[config.mk]
export PLATFORM = sky130hd
export DESIGN_NAME = led_pwm_fade
export DESIGN_NICKNAME = d
export VERILOG_FILES = /design/src/rtl/led_pwm_fade.sv
export SDC_FILE = /design/constraint.sdc
export NUM_CORES = 1
export LEC_CHECK = 0
export ABC_AREA = 1
export CAP_MARGIN = 25
export CORE_UTILIZATION = 30
export DETAILED_ROUTE_END_ITERATION = 8
export PLACE_DENSITY = 0.46
export SYNTH_ARGS = -nofsm -noshare
export SYNTH_HDL_FRONTEND = slang
export SYNTH_SLANG_ARGS = --single-unit
[constraint.sdc]
create_clock -name clk -period 9.3 [get_ports clk]
set_clock_uncertainty 0.1 [all_clocks]
set_input_delay 1.86 -clock clk [delete_from_list [all_inputs] [get_ports clk]]
set_output_delay 1.86 -clock clk [all_outputs]
set_load 0.05 [all_outputs]
[src/rtl/led_pwm_fade.sv]
// Eight-channel LED fader: each lit channel holds full brightness while commanded and then
// decays linearly through a free-running PWM once released.
module led_pwm_fade #(
    parameter int unsigned DECAY_DIV      = 781250,
    parameter int unsigned DECAY_STEP     = 8,
    parameter bit          LED_ACTIVE_LOW = 1'b0
) (
    input  logic       clk,
    input  logic       rst,
    input  logic [8:1] led_in,
    output logic [8:1] led_out,
    output logic       active
);

    typedef enum logic [1:0] {StOff, StOn, StFade} ch_state_e;

    localparam int unsigned    PW        = (DECAY_DIV > 1) ? $clog2(DECAY_DIV) : 1;
    localparam logic [PW-1:0]  PRESC_MAX = PW'(DECAY_DIV - 1);
    // Steps beyond 256 behave like 256: any decrement empties the channel.
    localparam logic [8:0]     STEP9     = (DECAY_STEP > 256) ? 9'd256 : 9'(DECAY_STEP);

    logic [8:1]    led_q;
    logic [7:0]    pwm_cnt;
    logic [PW-1:0] presc;
    logic          decay_tick;

    ch_state_e     state_q  [8:1];
    ch_state_e     state_d  [8:1];
    logic [7:0]    bright_q [8:1];
    logic [7:0]    bright_d [8:1];
    logic [8:0]    diff     [8:1];

    logic [8:1]    raw;
    logic          any_lit;

    always_comb decay_tick = (presc == PRESC_MAX);

    always_comb begin
        for (int i = 1; i <= 8; i++) begin
            state_d[i]  = state_q[i];
            bright_d[i] = bright_q[i];
            // Borrow into bit 8 marks an underflow that must clamp to zero.
            diff[i]     = {1'b0, bright_q[i]} - STEP9;
            unique case (state_q[i])
                StOff: begin
                    if (led_q[i]) begin
                        state_d[i]  = StOn;
                        bright_d[i] = 8'hFF;
                    end
                end
                StOn: begin
                    if (!led_q[i]) state_d[i] = StFade;
                end
                StFade: begin
                    if (led_q[i]) begin
                        state_d[i]  = StOn;
                        bright_d[i] = 8'hFF;
                    end else if (decay_tick) begin
                        if (diff[i][8] || (diff[i][7:0] == 8'h00)) begin
                            state_d[i]  = StOff;
                            bright_d[i] = 8'h00;
                        end else begin
                            bright_d[i] = diff[i][7:0];
                        end
                    end
                end
                default: begin
                    state_d[i]  = StOff;
                    bright_d[i] = 8'h00;
                end
            endcase
        end
    end

    always_comb begin
        any_lit = 1'b0;
        for (int i = 1; i <= 8; i++) begin
            raw[i]  = (bright_q[i] == 8'hFF) || (bright_q[i] > pwm_cnt);
            any_lit = any_lit | (bright_q[i] != 8'h00);
        end
    end

    always_ff @(posedge clk or posedge rst) begin
        if (rst) begin
            led_q   <= '0;
            pwm_cnt <= '0;
            presc   <= '0;
            led_out <= {8{LED_ACTIVE_LOW}};
            active  <= 1'b0;
            for (int i = 1; i <= 8; i++) begin
                state_q[i]  <= StOff;
                bright_q[i] <= 8'h00;
            end
        end else begin
            led_q   <= led_in;
            pwm_cnt <= pwm_cnt + 8'd1;
            presc   <= decay_tick ? '0 : presc + 1'b1;
            led_out <= raw ^ {8{LED_ACTIVE_LOW}};
            active  <= any_lit;
            for (int i = 1; i <= 8; i++) begin
                state_q[i]  <= state_d[i];
                bright_q[i] <= bright_d[i];
            end
        end
    end

endmodule
==> flow_summary.yaml <==
outcome:
  status: "finished clean"
cts:
  clockBufferDepth: 2
  clk_latency_ns: 0.36
  cts_made_buffers: 9
  clk_pin_slew_ns: 0.07
  cts_setup_buffers: 0
  cts_sinks: 109
  holdBufCountCts: 0
  cts_tree: "yes"
  htree_levels: 3
  ctsResizeCount: 0
  cts_root_buffer: "clkbuf_16"
grt:
  antenna_found_initial: 0
  gr-total-overflow: 0
  grt_pass1_wl_um: 30800
  grt.total_usage_pct: 14.8
  grt_max_degree: 69
  grt_pass1_vias: 6267
logic_synthesis:
  synth_edf_count: 0
  ys_seq_area_share_pct: 36.2
  syn_avg_cell_area_sq_um: 7.25
  async_flop_share_pct: 100
  synth_most_common_cell: "nand2_1"
  syn_area_sq_um: 7540
  synthCells: 1040
  synth_ff_type: "dfrtp_1"
  netlist.area_leader.share_pct: 36.2
  synth.largest_area_cell: "dfrtp_1"
  mappedNetlistNets: 1125
  synthTopCellsByCount: "nand2_1 (324), inv_1 (149), dfrtp_1 (109)"
  ys_types: 37
  synth_warnings: 0
  ys_top_cells_by_area: "dfrtp_1 (36%), nand2_1 (16%), ha_1 (12%), inv_1 (7.4%), nand3_1 (5.2%)"
  ys_ff_latch: 109
floorplanning:
  die_y_um: 160
  die_x_um: 160
  core-area_sq_um: 24500
  start_util_pct: 30.8
  die_area_sq_um: 25800
  rows: 57
  pin_count: 19
flow_run:
  maxCapViolCount: 0
timing:
  fin_crit_sh_pct: 36.9
  max_freq_ghz: 0.291
  worst_slack_ns: 5.87
  slew_headroom_pct: 45.0
  hold_viol: 0
  fin_tns_setup_ns: 0
  finalCriticalPeriod_ns: 3.43
  tightest_slew_ns: 0.822
  setup_viol: 0
  rsz0062_at_grt: "no"
  drv_slew: 0
layout:
  insertedDiodeCount: 0
  syn_to_final_growth_pct: 11.6
  final_cell_area_sq_um: 8410
  drive_gt1_share_pct: 3.92
  nNetsFinal: 1152
detailed_routing:
  antenna_left: 0
  routed_wl_um: 17600
  drc: 0
  drt_iter0_drc: 278
  via_count: 6416
  avgViaCountPerCell: 4.60
  routedWlPerCell_um: 12.6
  firstDrtPassIters: 4
critical_path:
  cp_slowest_cell: "clkdlybuf4s50_1"
  end_kind: "output port"
  criticalPathCategory: "reg -> out"
  crit_family: "buffers and inverters"
  cp-start-kind: "flip-flop"
  critPathMaxFanout: 1
  critPathBufInv: 1
  max_stage_delay_ns: 0.79
  path_cells: "clkdlybuf4s50_1"
  worstPathRequired_ns: 7.34
  cp.arrival_ns: 1.47
power_and_ir_drop:
  clkPwrFrac_pct: 17.5
  comb_power_share_pct: 47.0
  irDropWorstVdd_v: 0.000117
  p_switching_mw: 0.975
  p_leak_nw: 4.23
  p_per_area_nw_per_um2: 255
  sw_frac_of_total_pct: 45.5
  power_frac_seq_pct: 35.5
  finalPower_mw: 2.14
  p_int_mw: 1.17
placed_design:
  dpl-instance-area_sq_um: 8110
  io_buffer_count: 18
  dp_hpwl_um: 13000
  dp_worst_setup_slack_ns: 5.44
  place_congestion: 0.786
worst_hold_path:
  hold_path.class: "reg -> reg"
==> through the flow <==
step	utilization, %	instances	hold WS (ns)
floorplan	-	1040	0.315
global placement	33.1	1379	0.328
detailed placement	33.1	1379	0.332
global route	34.4	1396	0.350
CTS	34.3	1395	0.342
finish	34.4	1396	0.339
==> final cells by class <==
type | count | area [sq um]
clock buffer | 11 | 233
clock inverter | 5 | 42.5
fill | 2642 | 16100
inverter | 151 | 569
multi-input combinational | 776 | 4220
sequential | 109 | 2730
tap | 324 | 405
timing repair buffer | 20 | 215
==> kinds of logic after synthesis <==
group	synth area share [%]
AOI/OAI and AO/OA	9.36
buffers and inverters	7.85
adders and majority gates	12.5
DFF	36.2
xor gates and xnor gates	1.86
and+or+nand+nor	32.3
==> layout by cell type (no fill, tap or decap), types with 6 or more instances in the layout <==
cell type,n
o32ai_1,6
a21oi_1,49
nor3_1,19
o21bai_1,6
nand2_2,6
nand4_1,29
nand2_4,6
xor2_1,12
clkbuf_16,9
nor2_1,94
inv_1,148
nand2_1,324
o21ai_0,29
clkdlybuf4s50_1,18
nand3_1,78
dfrtp_1,109
o21ai_1,9
ha_1,75
==> layer usage <==
layer  wire length (um)  GRT usage, %  up-vias
li1                   -             -     3433
met1               9140          20.7     2913
met2               7750          23.6       53
met3                462          2.43       17
met4                228          4.11        0
met5                  0             0        -
==> flip-flops by register name, indices dropped and copies added, names as in the netlist <==
| signal | cells |
|---|---|
| active | 1 |
| bright_q | 48 |
| led_out | 8 |
| led_q | 8 |
| presc | 20 |
| pwm_cnt | 8 |
| state_q | 16 |
==> power groups by stage <==
stage,logic [mW],clock network [mW],registers (mW)
finish,1.01,0.374,0.761
global route,1.20,0.410,0.787
CTS,1.02,0.395,0.764
detailed placement,1.01,0,0.773
global placement,1.01,0,0.775
floorplan,0.744,0,0.778
==> final timing paths <==
kind / from / end / slack, ns / depth (start not counted)
setup reg to reg: presc[1] / bright_q[59] / 6.98 / 10
max in group asynchronous: rst / bright_q[35] / 6.30 / 4
min in group asynchronous: rst / state_q[1] / 1.81 / 2
hold reg to reg: state_q[11] / state_q[10] / 0.34 / 1
hold / removal: state_q[11] / state_q[10] / 0.34 / 1
setup / recovery: active / active / 5.87 / 1
Power figures use the tool's default switching activity.
